==> config.mk <==
export PLATFORM = sky130hd
export DESIGN_NAME = program_loader
export DESIGN_NICKNAME = d
export VERILOG_FILES = /design/src/rtl/loader_pkg.sv /design/src/rtl/word_assembler.sv /design/src/rtl/program_loader.sv
export SDC_FILE = /design/constraint.sdc
export NUM_CORES = 1
export LEC_CHECK = 0
export CORE_ASPECT_RATIO = 0.8
export CORE_MARGIN = 2
export CORE_UTILIZATION = 49
export CTS_CLUSTER_SIZE = 20
export DETAILED_ROUTE_END_ITERATION = 6
export GPL_TIMING_DRIVEN = 0
export PLACE_DENSITY = 0.8
export SLEW_MARGIN = 20
export SYNTH_ARGS = -nofsm -noshare
export SYNTH_HDL_FRONTEND = slang
export SYNTH_SLANG_ARGS = --single-unit
export TNS_END_PERCENT = 50
==> constraint.sdc <==
create_clock -name clk -period 2.8 [get_ports clk]
set_input_delay 0.56 -clock clk [delete_from_list [all_inputs] [get_ports clk]]
set_output_delay 0.56 -clock clk [all_outputs]
set_load 0.005 [all_outputs]
==> src/rtl/loader_pkg.sv <==
// Shared types and constants for the program loader.
//
// The optional checksum byte is enabled by the LOADER_CHECKSUM_EN macro.
// Without that macro the CHECK state does not exist, and a finished load
// goes straight to DONE.
package loader_pkg;

  localparam int LEN_BYTES      = 2;
  localparam int BYTES_PER_WORD = 4;
  localparam int LEN_BITS       = 8 * LEN_BYTES;

  typedef enum logic [2:0] {
    IDLE,
    LEN_LO,
    LEN_HI,
    DATA,
    WRITE,
`ifdef LOADER_CHECKSUM_EN
    CHECK,
`endif
    DONE,
    ERR
  } loader_state_t;

  // State entered once the last word is written, or when the length is zero.
`ifdef LOADER_CHECKSUM_EN
  localparam loader_state_t FINISH_STATE = CHECK;
`else
  localparam loader_state_t FINISH_STATE = DONE;
`endif

endpackage

==> src/rtl/word_assembler.sv <==
// Builds one little-endian 32-bit word from a stream of bytes.
//
// Ports:
//   clk, reset  - clock and synchronous active-high reset
//   clear       - drops any partly built word (used when a session starts)
//   byte_en     - byte_in is accepted this cycle
//   byte_in     - incoming byte; the first byte of a word ends up in bits [7:0]
//   word        - the word as assembled so far
//   word_full   - high in the cycle that the last byte of a word is accepted
module word_assembler
  import loader_pkg::*;
(
  input  logic        clk,
  input  logic        reset,
  input  logic        clear,
  input  logic        byte_en,
  input  logic [7:0]  byte_in,
  output logic [31:0] word,
  output logic        word_full
);

  localparam int CW = $clog2(BYTES_PER_WORD);

  logic [CW-1:0] byte_cnt;

  always_ff @(posedge clk) begin
    if (reset || clear) begin
      byte_cnt <= '0;
      word     <= '0;
    end else if (byte_en) begin
      byte_cnt <= byte_cnt + CW'(1);
      // Each new byte goes in at the top, so after four bytes the first
      // one has moved down into bits [7:0].
      word     <= {byte_in, word[31:8]};
    end
  end

  assign word_full = byte_en && (byte_cnt == CW'(BYTES_PER_WORD - 1));

endmodule

==> src/rtl/program_loader.sv <==
// Program loader: takes in a length-prefixed byte stream and writes
// 32-bit words into program memory.
//
// Stream format: L (16 bits, low byte first), then L words, each sent low
// byte first. When LOADER_CHECKSUM_EN is defined, one more byte follows:
// the XOR of all the data bytes.
//
// Ports:
//   clk, reset     - clock and synchronous active-high reset
//   start          - one-cycle pulse that begins a session (taken in IDLE/DONE/ERR)
//   rx_data        - incoming byte
//   rx_valid       - rx_data is valid this cycle
//   rx_ready       - the loader accepts a byte this cycle
//   byte_address   - memory write address (valid while write_enable is high)
//   write_enable   - one-cycle memory write strobe
//   write_data     - memory write word
//   busy/done/error- session status
//   word_count     - number of words written in the current or last session
//
// state  | meaning
// IDLE   | waiting for the first start after reset
// LEN_LO | waiting for the low length byte
// LEN_HI | waiting for the high length byte; decides DATA / finish / ERR
// DATA   | collecting the bytes of a word
// WRITE  | one-cycle memory write of the assembled word
// CHECK  | waiting for the checksum byte (only with LOADER_CHECKSUM_EN)
// DONE   | session finished successfully
// ERR    | session aborted (length too large or checksum mismatch)
module program_loader
  import loader_pkg::*;
#(
  parameter int          MEM_WORDS = 256,
  parameter logic [31:0] BASE_ADDR = 32'h0
) (
  input  logic        clk,
  input  logic        reset,
  input  logic        start,
  input  logic [7:0]  rx_data,
  input  logic        rx_valid,
  output logic        rx_ready,
  output logic [31:0] byte_address,
  output logic        write_enable,
  output logic [31:0] write_data,
  output logic        busy,
  output logic        done,
  output logic        error,
  output logic [15:0] word_count
);

  loader_state_t state, state_nxt;

  logic [LEN_BITS-1:0] len_q;
  logic [LEN_BITS-1:0] len_full;
  logic                accept;
  logic                start_ok;
  logic                last_word;
  logic [31:0]         asm_word;
  logic                word_full;
`ifdef LOADER_CHECKSUM_EN
  logic [7:0]          csum;
`endif

  assign accept    = rx_valid && rx_ready;
  assign start_ok  = start && (state == IDLE || state == DONE || state == ERR);
  assign len_full  = {rx_data, len_q[7:0]};
  assign last_word = (word_count + 16'd1) == len_q;

  word_assembler u_asm (
    .clk       (clk),
    .reset     (reset),
    .clear     (start_ok),
    .byte_en   (accept && state == DATA),
    .byte_in   (rx_data),
    .word      (asm_word),
    .word_full (word_full)
  );

  always_ff @(posedge clk) begin
    if (reset) state <= IDLE;
    else       state <= state_nxt;
  end

  always_comb begin
    state_nxt = state;
    if (start_ok) begin
      state_nxt = LEN_LO;
    end else begin
      case (state)
        LEN_LO: if (accept) state_nxt = LEN_HI;
        LEN_HI: begin
          if (accept) begin
            if (len_full == '0)
              state_nxt = FINISH_STATE;
            else if (32'(len_full) > $unsigned(32'(MEM_WORDS)))
              state_nxt = ERR;
            else
              state_nxt = DATA;
          end
        end
        DATA:   if (accept && word_full) state_nxt = WRITE;
        WRITE:  state_nxt = last_word ? FINISH_STATE : DATA;
`ifdef LOADER_CHECKSUM_EN
        CHECK:  if (accept) state_nxt = (rx_data == csum) ? DONE : ERR;
`endif
        default: state_nxt = state;
      endcase
    end
  end

  always_ff @(posedge clk) begin
    if (reset || start_ok) begin
      len_q      <= '0;
      word_count <= '0;
`ifdef LOADER_CHECKSUM_EN
      csum       <= '0;
`endif
    end else begin
      if (accept && state == LEN_LO) len_q[7:0]  <= rx_data;
      if (accept && state == LEN_HI) len_q[15:8] <= rx_data;
      if (state == WRITE)            word_count  <= word_count + 16'd1;
`ifdef LOADER_CHECKSUM_EN
      if (accept && state == DATA)   csum        <= csum ^ rx_data;
`endif
    end
  end

  always_comb begin
    rx_ready     = 1'b0;
    write_enable = 1'b0;
    byte_address = '0;
    write_data   = '0;
    busy         = 1'b0;
    done         = 1'b0;
    error        = 1'b0;
    case (state)
      LEN_LO, LEN_HI, DATA: begin
        rx_ready = 1'b1;
        busy     = 1'b1;
      end
      WRITE: begin
        busy         = 1'b1;
        write_enable = 1'b1;
        // Wraps modulo 2^32 on its own because the sum is 32 bits wide.
        byte_address = BASE_ADDR + {14'd0, word_count, 2'b00};
        write_data   = asm_word;
      end
`ifdef LOADER_CHECKSUM_EN
      CHECK: begin
        rx_ready = 1'b1;
        busy     = 1'b1;
      end
`endif
      DONE:    done  = 1'b1;
      ERR:     error = 1'b1;
      default: ;
    endcase
  end

endmodule

==> results.yml, run 1 <==
outcome:
  status: "completed"
global_routing:
  overflow: 0
  grt_pass1_vias: 3160
  grt_antenna_before_repair: 0
  grt_use_total_pct: 23.56
  grt_pass1_wl_mm: 15.44
  grt_max_degree: 14
sta:
  relSlewSlack_pct: 63.43
  slew_violations: 0
  setup_viol: 0
  period_share_pct: 95.65
  timing.hold.ws_ns: 0.4544
  skew_ns: 0.007741
  setup_ws_ns: 0.1217
  tightest_slew_ns: 0.5466
  clock.fmax_ghz: 0.3734
  finalCriticalPeriod_ns: 2.678
  hold_viol: 0
worst_setup_path:
  cp.required_ns: 2.24
  path_class: "reg2out"
  r2r-start: "word_count[1]"
  end_kind: "primary output"
  rr_worst_depth: 7
  crit_arrival_ns: 2.12
  critical_path.startpoint: "state[2]"
  r2r-end: "state[2]"
  cp-start-kind: "register"
  cp_max_fo: 10
  ff2ff_setup_slack_ns: 0.41
routing:
  drcViolationCount: 0
  vias_per_cell: 5.281
  drt_wl_total_mm: 9.686
  first_pass_iters: 5
  wl_met2_mm: 4.289
  wl_per_cell_um: 14.12
  drt_iter0_markers: 273
  wl_met1_mm: 4.492
  top_layer: "met4"
  antenna_left: 0
  vias: 3623
  route.met3.wl_um: 768
power:
  total_leakage_power_nw: 1.793
  vdd_drop_max_v: 0.0002500
  p_sw_mw: 0.5194
  p_clk_share_pct: 44.3
  seqPwrFrac_pct: 47.9
  p_sw_share_pct: 24.95
  p_int_mw: 1.563
  combPwrFrac_pct: 7.8
  power_density_nw_per_um2: 419.2
yosys:
  post-synth-top-count-cell: "nand2_1"
  async_flop_share_pct: 0
  yosys-top-cells-area: "dfxtp_1 (37%), nand2_1 (10%), and2_1 (8.3%)"
  netlist_instances: 482
  ys_top_cells_by_count: "nand2_1 (100), dfxtp_1 (69), a21oi_1 (50)"
  synth-main-ff-cell: "dfxtp_1"
  syn-cell-area_um2: 3711
  synth-seq-area-share_pct: 37.22
  synth_cell_types: 53
  syn_area_per_cell_um2: 7.699
  synth_top_area_cell: "dfxtp_1"
  ys_ff_latch: 69
  synth_top_area_share_pct: 37.22
  yosysWarningCount: 0
  synth_edf_count: 0
floorplan:
  rows: 28
  dieHeight_um: 81.84
  start_util_pct: 50.44
  core_area_um2: 7357
  die_area_um2: 8290
  die_w_um: 101.3
  ios: 97
flow_run:
  cap_violations: 0
min_path:
  holdPathEnd: "u_asm.word[4]"
  worstHoldStart: "u_asm.word[4]"
  hold_class: "reg2reg"
  hold-path-cell-count: 2
clock_tree:
  ctsHoldBuffers: 0
  cts_buffers: 9
  clk_latency_ns: 0.36
  htree_levels: 3
  tritoncts: "built"
  clock-sinks: 69
  cts_max_path_buffers: 2
  root_buffer: "clkbuf_8"
  cts.clk_slew.worst_paths_ns: 0.08
final_layout:
  synthToLayoutAreaGrowth_pct: 33.85
  diodes: 0
  finalNetCount: 605
  fin_cells: 686
  drive_above_1_share_pct: 9.564
  fillers: 637
  finish.utilization_pct: 67.52
placed_design:
  dp_slack_ns: -0.5239
  hpwlAfterDp_mm: 6.992
  dpl.cell_count: 667
  globalplace.congestion: 0.9472
  port-buffer-count: 80
## worst max-delay path by stage
stage / endpoint / slack, ns / cells after the start
2_1_floorplan: state[1] / 0.79 / 7
3_3_place_gp: write_data[31] / -0.55 / 6
3_5_place_dp: write_data[31] / -0.52 / 6
4_1_cts: write_data[26] / 0.03 / 6
5_1_grt: byte_address[9] / -0.004 / 6
6_report: write_data[26] / 0.12 / 6
## final cells by class
type	instances	area [µm²]	area share (%)
Buffer	47	275.3	5.542
Clock buffer	9	123.9	2.494
Clock inverter	7	98.84	1.990
Inverter	5	18.77	0.3778
Multi-Input combinational cell	375	2126	42.80
Sequential cell	69	1381	27.81
Tap cell	90	112.6	2.267
Timing Repair Buffer	84	830.8	16.73
## layer usage
layer  vias up  track usage, %
met2       149           36.56
met3        17           4.511
met1      1670           32.94
met5         -               0
met4         0           7.838
li1       1787               -
## metrics by stage
step / TNS, ns / instance area (µm²) / total power [mW]
floorplan: 0 / 3767 / 1.118
global placement: -12.80 / 4681 / 1.174
detailed placement: -12.48 / 4681 / 1.177
CTS: 0 / 4941 / 2.082
global route: -0.008132 / 4967 / 2.144
finish: 0 / 4967 / 2.082
## logic make-up after synthesis
logic type	after synthesis	synth area share [%]
DFF	69	37.22
xor gates and xnor gates	34	8.429
other	1	0.1010
and+or+nand+nor	235	31.12
muxes	11	3.001
buffers and inverters	53	7.316
adders and majority gates	2	0.6742
AOI/OAI and AO/OA	77	12.14
## critical path: stages (launching register included)
cell and delay (ns):
dfxtp_1 0.31, clkbuf_4 0.18, nor3b_4 0.23, buf_6 0.18, clkbuf_4 0.19, and2_1 0.16, clkdlybuf4s50_1 0.51
## power by group through the flow
stage / clock network (mW) / registers, mW / logic (mW)
6_report: 0.922 / 0.997 / 0.163
5_1_grt: 0.967 / 0.999 / 0.179
4_1_cts: 0.925 / 0.995 / 0.161
3_5_place_dp: 0 / 1.02 / 0.159
3_3_place_gp: 0 / 1.02 / 0.157
2_1_floorplan: 0 / 1.02 / 0.103
## sequential cells by signal (all words and copies together), names as in the netlist
name and flops:
u_asm.word 32, len_q 16, state 3, u_asm.byte_cnt 2
word_count 16
## placed cells by master (no fill, tap or decap), types with 3 or more instances in the layout
cell / instances
nand2_1: 100
clkdlybuf4s50_1: 80
dfxtp_1: 69
a21oi_1: 50
and2_1: 49
nor2_1: 39
buf_4: 21
xnor2_1: 19
clkbuf_1: 16
conb_1: 16
xor2_1: 14
nand3_1: 10
mux2i_1: 10
clkbuf_8: 9
inv_1: 5
o21ai_0: 5
buf_2: 4
nor2b_1: 4
nor4_1: 4
nand4_1: 4
or3_1: 4
clkbuf_4: 3
clkbuf_2: 3
nor3_1: 3
and3b_1: 3
## what timing repair did
action | CTS | global route
buffers inserted | 1 | 3
hold endpoints to repair | 0 | 0
setup endpoints to repair | 48 | 46
resized for setup | 11 | 5
pin swaps | 1 | 0
Power figures use the tool's default switching activity.
==> inputs of run 2 (changes only) <==
- CORE_MARGIN: 2 -> not set
- PLACE_DENSITY: 0.8 -> not set
- PLACE_DENSITY_LB_ADDON: not set -> 0.12
==> results.yml, run 2 (synthesized netlist as in run 1, its figures left out) <==
routing:
  vias_per_cell: 5.303
  wl_per_cell_um: 14.18
  drcViolationCount: 0
  drt_iter0_markers: 243
  drt_wl_total_mm: 9.639
  first_pass_iters: 5
  antenna_left: 0
  vias: 3606
worst_setup_path:
  critical_path.max_stage_delay_ns: 0.49
  crit_family: "buffers and inverters"
  cp_cell_sequence: "clkbuf_4 > nor3b_4 > buf_6 > buf_4 > and2_1 > clkdlybuf4s50_1"
  crit_slowest_cell: "clkdlybuf4s50_1"
  cp-start-kind: "register"
  path_buf_inv: 4
  cp_max_fo: 10
  end_kind: "primary output"
  crit_arrival_ns: 2.13
  path_class: "reg2out"
  cp.required_ns: 2.24
power:
  power_density_nw_per_um2: 393.7
  total_leakage_power_nw: 1.750
  vdd_drop_max_v: 0.0003026
sta:
  skew_ns: 0.01118
  relSlewSlack_pct: 61.73
  clock.fmax_ghz: 0.3713
  finalCriticalPeriod_ns: 2.693
  setup_viol: 0
  hold_viol: 0
  rsz0062_at_grt: "false"
  period_share_pct: 96.18
  slew_violations: 0
  tightest_slew_ns: 0.5741
  timing.hold.ws_ns: 0.4549
  setup_ws_ns: 0.1069
floorplan:
  dieHeight_um: 79.84
  rows: 27
  ios: 97
  die_w_um: 99.30
  core_area_um2: 7094
  die_area_um2: 7928
  start_util_pct: 52.31
placed_design:
  dpl.cell_count: 664
  dp_slack_ns: -0.5254
  globalplace.congestion: 0.8439
  hpwlAfterDp_mm: 7.041
  port-buffer-count: 80
  dpl-instance-area_um2: 4677
global_routing:
  overflow: 0
  grt_use_total_pct: 25.44
  grt_antenna_before_repair: 0
  grt_max_degree: 15
  grt_pass1_wl_mm: 15.84
  grt_pass1_vias: 3248
flow_run:
  cap_violations: 0
final_layout:
  reg_top3: "u_asm.word (32), len_q (16), word_count (16)"
  layout_common_cells: "nand2_1 (100), clkdlybuf4s50_1 (80), dfxtp_1 (69)"
  finish.utilization_pct: 69.01
  finalNetCount: 602
  drive_above_1_share_pct: 9.106
  max_flop_register: "u_asm.word"
  fin_cells: 680
  diodes: 0
  synthToLayoutAreaGrowth_pct: 31.93
  final_cell_area_um2: 4896
  largest_register_ff_count: 32
  layout_commonest_cell: "nand2_1"
clock_tree:
  tritoncts: "built"
  cts_max_path_buffers: 2
  cts.clk_slew.worst_paths_ns: 0.09
  clk_latency_ns: 0.36
  root_buffer: "clkbuf_8"
  ctsHoldBuffers: 0
  clock-sinks: 69
  cts_buffers: 9
  htree_levels: 3
outcome:
  status: "completed"
min_path:
  hold_class: "reg2reg"
run 2: metal layers:
layer / track usage (%) / vias up / share of wire (%)
met5: 0 / - / 0
met4: 8.382 / 0 / 1.6
met3: 5.692 / 17 / 7.4
met2: 38.26 / 142 / 43
met1: 35.85 / 1669 / 48
li1: - / 1778 / -
run 2: area by class of cell:
cell class	count	area, µm²
timing repair buffer	81	808.3
fill	617	2198
inverter	5	18.77
tap	87	108.9
multi-input combinational	375	2126
sequential	69	1381
buffer	47	271.5
clock inverter	7	57.56
clock buffer	9	123.9
run 2: timing repair:
action,4_1_cts,5_1_grt
resized for setup,10,6
pin swaps,1,0
endpoints found under the hold margin,0,0
setup endpoints to repair,48,46
setup buffers,1,0
run 2: worst paths after layout:
kind            startpoint        endpoint  slack, ns  cells past startpoint
max               state[2]  write_data[31]       0.11                      6
min          u_asm.word[1]   u_asm.word[1]       0.45                      2
max reg2reg  word_count[1]        state[1]       0.49                      7
min reg2reg  u_asm.word[1]   u_asm.word[1]       0.45                      2
run 2: worst min-delay path, stage by stage (launching register included):
cell and delay, ns:
dfxtp_1 0.31, nand2_1 0.05, a21oi_1 0.05
run 2: per-stage QoR:
step | total power [mW] | setup TNS (ns)
floorplan | 1.118 | 0
global placement | 1.174 | -12.03
detailed placement | 1.176 | -12.29
global route | 1.998 | 0
finish | 1.927 | 0
CTS | 1.933 | 0
run 2: power breakdown:
part	internal (mW)	switching [mW]	total (mW)	leakage (nW)
logic	0.0693	0.0920	0.161	1.11
registers	0.987	0.0102	0.998	0.556
clock network	0.332	0.437	0.769	0.0829
